<file path="config.mk">
export PLATFORM = sky130hd
export DESIGN_NAME = alu_slice_sequencer
export DESIGN_NICKNAME = d
export VERILOG_FILES = /design/src/rtl/alu_slice_sequencer.sv
export SDC_FILE = /design/constraint.sdc
export NUM_CORES = 1
export LEC_CHECK = 0
export CAP_MARGIN = 10
export CELL_PAD_IN_SITES_DETAIL_PLACEMENT = 1
export CELL_PAD_IN_SITES_GLOBAL_PLACEMENT = 1
export CORE_MARGIN = 2
export CORE_UTILIZATION = 42
export CTS_CLUSTER_SIZE = 14
export DETAILED_ROUTE_END_ITERATION = 8
export GPL_TIMING_DRIVEN = 0
export PLACE_DENSITY = 0.93
export SLEW_MARGIN = 10
export SYNTH_ARGS = -nofsm -noshare
export SYNTH_HDL_FRONTEND = slang
export SYNTH_SLANG_ARGS = --single-unit
</file>
<file path="constraint.sdc">
create_clock -name clk -period 2.3 [get_ports clk]
set_input_delay 0.23 -clock clk [delete_from_list [all_inputs] [get_ports clk]]
set_output_delay 0.23 -clock clk [all_outputs]
set_load 0.05 [all_outputs]
</file>
<file path="src/rtl/alu_slice_sequencer.sv">
// alu_slice_sequencer
// Runs a WIDTH-bit NAND/NOR/ADD/SUB on a shared external 4-bit ALU slice,
// one nibble per cycle, least significant nibble first. The slice carry is
// chained between cycles through a register and the nibble results are
// assembled into a WIDTH-bit response returned on a valid/ready handshake.
//
// Optional build macro:
//   ALU_SLICE_SEQ_OVF_EN - adds rsp_ovf, the signed overflow flag for
//                          ADD/SUB results (always 0 for NAND/NOR).

module alu_slice_sequencer #(
    parameter int WIDTH = 16
) (
    input  logic             clk,
    input  logic             rst_n,

    input  logic             req_valid,
    output logic             req_ready,
    input  logic [WIDTH-1:0] req_a,
    input  logic [WIDTH-1:0] req_b,
    input  logic [1:0]       req_op,
    input  logic             req_cin,

    output logic [3:0]       alu_a,
    output logic [3:0]       alu_b,
    output logic             alu_cin,
    output logic [1:0]       alu_s_op,
    input  logic [3:0]       alu_z,
    input  logic             alu_cout,

    output logic             rsp_valid,
    input  logic             rsp_ready,
    output logic [WIDTH-1:0] rsp_z,
    output logic             rsp_cout
`ifdef ALU_SLICE_SEQ_OVF_EN
    ,
    output logic             rsp_ovf
`endif
);

    // Number of nibbles per operation and the width of the nibble index.
    // A single-slice build still needs a one-bit index to stay legal.
    localparam int NSLICE = WIDTH / 4;
    localparam int IDX_W  = (NSLICE > 1) ? $clog2(NSLICE) : 1;

    localparam logic [1:0] OP_NAND = 2'b00;
    localparam logic [1:0] OP_NOR  = 2'b01;
    localparam logic [1:0] OP_ADD  = 2'b10;
    localparam logic [1:0] OP_SUB  = 2'b11;

    typedef enum logic [1:0] {
        IDLE = 2'b00,
        RUN  = 2'b01,
        DONE = 2'b10
    } state_t;

    state_t             state;
    state_t             state_next;

    logic [WIDTH-1:0]   a_reg;
    logic [WIDTH-1:0]   b_reg;
    logic [1:0]         op_reg;
    logic               carry_reg;
    logic [IDX_W-1:0]   idx;
    logic [WIDTH-1:0]   result_reg;
    logic [WIDTH-1:0]   result_next;
    logic [WIDTH-1:0]   z_reg;
    logic               cout_reg;

    logic [3:0]         a_slice;
    logic [3:0]         b_slice;
    logic               last_slice;
    logic               accept;

    // A request is taken only while idle; no path from rsp_ready reaches here.
    assign accept     = (state == IDLE) && req_valid;
    assign last_slice = (idx == IDX_W'(NSLICE - 1));

    // Pick the operand nibbles addressed by the current slice index.
    always_comb begin
        a_slice = 4'h0;
        b_slice = 4'h0;
        for (int i = 0; i < NSLICE; i++) begin
            if (idx == IDX_W'(i)) begin
                a_slice = a_reg[4*i +: 4];
                b_slice = b_reg[4*i +: 4];
            end
        end
    end

    // Merge this cycle's ALU nibble into the partially assembled result.
    always_comb begin
        result_next = result_reg;
        for (int i = 0; i < NSLICE; i++) begin
            if (idx == IDX_W'(i)) begin
                result_next[4*i +: 4] = alu_z;
            end
        end
    end

    // State register; reset aborts any operation in flight.
    always_ff @(posedge clk or negedge rst_n) begin
        if (!rst_n) begin
            state <= IDLE;
        end else begin
            state <= state_next;
        end
    end

    // Next-state decode and handshake/ALU drive; ALU inputs idle at zero.
    always_comb begin
        state_next = state;
        req_ready  = 1'b0;
        rsp_valid  = 1'b0;
        alu_a      = 4'h0;
        alu_b      = 4'h0;
        alu_cin    = 1'b0;
        alu_s_op   = 2'b00;
        case (state)
            IDLE: begin
                req_ready = 1'b1;
                if (req_valid) begin
                    state_next = RUN;
                end
            end
            RUN: begin
                alu_a    = a_slice;
                alu_b    = b_slice;
                alu_cin  = carry_reg;
                alu_s_op = op_reg;
                if (last_slice) begin
                    state_next = DONE;
                end
            end
            DONE: begin
                rsp_valid = 1'b1;
                if (rsp_ready) begin
                    state_next = IDLE;
                end
            end
            default: begin
                state_next = IDLE;
            end
        endcase
    end

    // Operand capture, nibble stepping and carry chaining. The carry register
    // follows alu_cout for every op; logic ops simply return a zero carry.
    // The final nibble also loads the response registers, which then hold
    // their value until the next operation completes.
    always_ff @(posedge clk or negedge rst_n) begin
        if (!rst_n) begin
            a_reg      <= '0;
            b_reg      <= '0;
            op_reg     <= 2'b00;
            carry_reg  <= 1'b0;
            idx        <= '0;
            result_reg <= '0;
            z_reg      <= '0;
            cout_reg   <= 1'b0;
        end else begin
            case (state)
                IDLE: begin
                    if (accept) begin
                        a_reg     <= req_a;
                        b_reg     <= req_b;
                        op_reg    <= req_op;
                        carry_reg <= req_cin;
                        idx       <= '0;
                    end
                end
                RUN: begin
                    result_reg <= result_next;
                    carry_reg  <= alu_cout;
                    if (last_slice) begin
                        z_reg    <= result_next;
                        cout_reg <= alu_cout;
                    end else begin
                        idx <= idx + IDX_W'(1);
                    end
                end
                default: begin
                end
            endcase
        end
    end

    assign rsp_z    = z_reg;
    assign rsp_cout = cout_reg;

`ifdef ALU_SLICE_SEQ_OVF_EN
    logic ovf_reg;
    logic ovf_next;

    // Signed overflow from the operand sign bits and the final result sign.
    // SUB compares against B as written, since the ALU inverts B itself.
    always_comb begin
        ovf_next = 1'b0;
        case (op_reg)
            OP_ADD:  ovf_next = (a_reg[WIDTH-1] == b_reg[WIDTH-1]) &&
                                (result_next[WIDTH-1] != a_reg[WIDTH-1]);
            OP_SUB:  ovf_next = (a_reg[WIDTH-1] != b_reg[WIDTH-1]) &&
                                (result_next[WIDTH-1] != a_reg[WIDTH-1]);
            OP_NAND: ovf_next = 1'b0;
            OP_NOR:  ovf_next = 1'b0;
            default: ovf_next = 1'b0;
        endcase
    end

    // Capture the overflow flag alongside the last result nibble.
    always_ff @(posedge clk or negedge rst_n) begin
        if (!rst_n) begin
            ovf_reg <= 1'b0;
        end else if (state == RUN && last_slice) begin
            ovf_reg <= ovf_next;
        end
    end

    assign rsp_ovf = (state == DONE) && ovf_reg;
`endif

endmodule

</file>
; ---- Yosys cells after proc, flatten, opt, wreduce, memory -nomap -nowiden
; Index checks and enable logic that the tools add are counted.
[totals]
register_bits = 72
inputBits = 44
out_inout_bits = 30
[op_classes]
n_addsub = 1
eq_ne = 10
n_mux = 27
n_reduce_logical = 9
[op_table]
columns = cell, n
row1 = 4-bit 2-to-1 mux, 14
row2 = 2-bit 2-to-1 mux, 6
row3 = "2-bit != test, second input constant", 5
row4 = "2-bit equality test, second input constant", 3
row5 = 2-bit case mux with 3 select lines, 1
row6 = 2-bit AND reduction, 3
row7 = 3-bit AND reduction, 2
row8 = "2-bit by 1-bit equality test with 1-bit output, second input constant", 2
row9 = 2-bit logical NOT, 2
row10 = 1-bit 2-to-1 mux, 4
row11 = 2-bit case mux with 2 select lines, 1
row12 = "2-bit by 1-bit adder with 2-bit output, second input constant", 1
row13 = 1-bit case mux with 2 select lines, 1
row14 = 2-bit nonzero test, 1
row15 = 1-bit logical AND, 1

; ---- Depth between registers and ports, before layout
[logic_depth]
word_depth = 6
depth_mapped = 7
depth_no_buf = 5

; ---- Worst setup path after synthesis
; Ideal clock, no wire load.
[synth_path]
kind = flip-flop to output port
from = register idx[0]
to = output port alu_a[0]
arrival_time_ps = 2735
path_slack_ps = -665
stages_incl_launch_ff = 8
n_path_buf = 2
cell_sequence = dfrtp_1 inv_1 ha_1 buf_4 and2b_1 buf_4 a221oi_1 o41ai_1
[synth_between]
elab_chain_cells = 6
[synth_rtl]
columns = item, line_no
row1 = "start, declared", 64  ; logic [IDX_W-1:0] idx;
row2 = "start signal, assigned", 179  ; idx <= idx + IDX_W'(1);
row3 = 2-bit logical NOT, 84  ; if (idx == IDX_W'(i)) begin
row4 = 4-bit 2-to-1 mux (3 in a row), 84
row5 = 4-bit 2-to-1 mux *, 84
row6 = 4-bit 2-to-1 mux *, 119  ; case (state)
row7 = "end, declared", 24  ; output logic [3:0] alu_a,
; Every way passes the cells marked *; elsewhere a longest branch is shown, timed or not.

; ---- Final worst setup path
[layout_path]
from = register idx[1]
to = output port alu_b[1]
[layout_between]
elab_chain_cells = 6
[layout_rtl]
columns = item, line_no
row1 = 2-bit logical NOT, 84
row2 = 4-bit 2-to-1 mux (3 in a row), 84
row3 = 4-bit 2-to-1 mux *, 84
row4 = 4-bit 2-to-1 mux *, 119
row5 = "end, declared", 25  ; output logic [3:0] alu_b,
; Marked as above.

==> metrics.log <==
INFO  metric run_status = completed
INFO  metric place.port_buffers = 73
INFO  metric placedInstanceArea = 4070 um2
INFO  metric rows = 31
INFO  metric nNetsFinal = roughly 370
INFO  metric vias_in_the_first_global_route = 2654
INFO  metric grt.total_usage = a little over a quarter
INFO  metric tritoncts.num_buffers = 9
INFO  metric layout.cell_area.non_filler = between 4000 and 5000 um2
INFO  metric cts-root-to-sink-buffers = 2
INFO  metric cp_cell_sequence = inv_2, ha_4, and2b_1, buf_8, a221oi_4, o41ai_4, buf_6
INFO  metric drcViolationCount = 0
INFO  metric synth.yosys.seq_area_share = 55.7%
INFO  metric antenna_left = 0
INFO  metric clk-insertion-delay-late = 0.34 ns
INFO  metric hold_path_class = in -> async
INFO  metric max_cap_viol = 0
INFO  metric worst-endpoint-arrival = 2.03 ns
INFO  metric finalHoldViolations = 0
INFO  metric initial_utilization = a little over two fifths
INFO  metric power_density = 1770 nW/um2
INFO  metric max_clock_freq = 0.442 GHz
INFO  metric die_area = 7970 um2
INFO  metric layout_common_cells = dfrtp_1, clkdlybuf4s50_1, mux2_2
INFO  metric cp-end-kind = output port
INFO  metric drtPass1Iterations = 4
INFO  metric die_h = about 90 um
INFO  metric yosysWarningCount = 0
INFO  metric synth.cell_area = 3060 um2
INFO  metric clk_transition_reported_paths = 0.08 ns
INFO  metric clk_root_buffer_cell = clkbuf_8
INFO  metric synth_cell_type_count = 27
INFO  metric clkSinkCount = 68
INFO  metric holdWs = 0.358 ns
INFO  metric leakage_power = 1.88 nW
INFO  metric diodes = 0
INFO  metric worst_pin_slew = 0.531 ns
INFO  metric worst_path_largest_cell_delay = 0.43 ns
INFO  metric totalWireLength = 9.59 mm
INFO  metric route.detailed.wl_per_inst = roughly 22 um
INFO  metric total_power = 8.01 mW
INFO  metric timing.final.crit_period = 2.26 ns
INFO  metric fp.coreArea = ~7000 um2
INFO  metric htree_num_levels = 3
INFO  metric drt-initial-drc-count = 141
INFO  metric max-slew-margin-rel = 64.5%
INFO  metric startpoint_type_of_the_worst_setup_path = flop
INFO  metric gp_congestion = 0.742
INFO  metric cp_max_fo = 7
INFO  metric io_pins = 74
INFO  metric power.ir.vdd_worst = 0.811 mV
INFO  metric grt_overflow_total = 0
INFO  metric final_core_util = 63.3%
INFO  metric critical_path.slowest_cell = dfrtp_1
INFO  metric grt_start_max_net_pins = 47
INFO  metric grt_setup_unrepaired = true
INFO  metric setup_violations = 0
INFO  metric layout-drive-gt1-share = between 30 and 40%
INFO  metric post_synth_inst_count = 235
INFO  metric synth.ff_latch_count = 68
INFO  metric clock-skew-final = 0.00900 ns
INFO  metric routed-via-count = 2297
INFO  metric finalMaxSlewViolations = 0
INFO  metric synthToLayoutAreaGrowth = 47.9%
INFO  metric dp_hpwl = 6.32 mm
INFO  metric min_period_over_period = 98.3%
INFO  metric worstSetupPathType = reg -> out
INFO  metric grt_first_pass_wirelength = between 15 and 20 mm
INFO  metric syn-mean-instance-area = around 13 um2
INFO  metric grt_antenna_before_repair = 0
INFO  metric count_of_fill_cells_added_during_filler_insertion = around 700
INFO  metric layout_commonest_cell = dfrtp_1
INFO  metric synthesis.nets = 283
INFO  metric crit_required = approximately 2.1 ns
INFO  metric tritoncts_clock_tree = yes
INFO  metric post_drt_via_cell_ratio = 5.38
INFO  metric die_width = between 80 and 90 um
## timing repair
item | in CTS | in global routing
setup endpoints to repair | 11 | 9
gates resized for setup | 86 | 16
buffers inserted | 2 | 1
pin swaps | 5 | 6
endpoints found under the hold margin | 22 | 0
hold buffers | 1 | 0
## stage by stage
step	TNS (ns)	worst slack [ns]	std cells
3_3_place_gp	-85.37	-1.20	407
6_report	0	0.0392	427
5_1_grt	-0.107	-0.0383	427
3_5_place_dp	-4.45	-0.624	408
4_1_cts	0	0.00290	427
2_1_floorplan	0	0.231	235
## synth_stat cells, drive strengths merged
cell	n	area share, %
mux2i	13	4.3
nor3b	2	0.66
nand2b	2	0.41
a221oi	7	2.0
dfrtp	68	56
nor3	1	0.16
buf	12	3.2
inv	4	0.49
nand2	18	2.2
nor2b	8	1.6
a21oi	1	0.16
clkbuf	4	0.49
nor2	2	0.25
a32o	1	0.33
ha	4	1.6
o41ai	7	2.0
o21ai	16	2.6
nand3b	1	0.37
mux2	52	19
and2	3	0.61
nand3	7	1.1
and2b	2	0.53
## critical path: cells and delay by family, from the launching register on
family | cells | cell delay (ns)
buffers and inverters | 3 | 0.47
and+or+nand+nor | 1 | 0.20
AOI/OAI and AO/OA | 2 | 0.39
adders and majority gates | 1 | 0.18
DFF | 1 | 0.43
## layout make-up
class	count	area [um2]	share of cell area, %
clock inverters	5	83.8	1.85
repair buffers	78	792	17.5
inverters	4	17.5	0.388
multi-input cells	147	1510	33.4
well taps	99	124	2.74
flip-flops and latches	68	1700	37.7
plain buffers	15	149	3.29
clock buffers	11	141	3.13
## path summary, 6_finish.rpt
| path | from | to | slack [ns] | cells after the start |
|---|---|---|---|---|
| max in group asynchronous | rst_n | idx[0] | 1.38 | 3 |
| worst min register to register | rsp_z[6] | rsp_z[6] | 0.51 | 2 |
| worst max-delay path | idx[1] | alu_b[1] | 0.04 | 7 |
| min in group clk | rsp_ready | state[1] | 0.48 | 2 |
| worst min-delay path | rst_n | a_reg[1] | 0.36 | 2 |
| worst max register to register | idx[0] | idx[0] | 0.38 | 5 |
## power by group
group	leakage [nW]	internal (mW)	switching, mW
clock network	0.106	0.645	0.488
logic	0.969	1.94	2.65
registers	0.804	1.82	0.480
## layer usage
layer,vias to the layer above,global-route usage (%),routed length [um]
li1,1018,-,-
met4,0,13.4,341
met3,25,6.19,342
met2,74,43.5,4900
met1,1180,31.8,4010
met5,-,0,0
## logic make-up after synthesis
logic type,Yosys count,share of synthesized area (%)
buffers and inverters,20,4.14
muxes,65,23.4
and+or+nand+nor,46,7.99
DFF,68,55.7
adders and majority gates,4,1.64
AOI/OAI and AO/OA,32,7.13
Power figures use the tool's default switching activity.
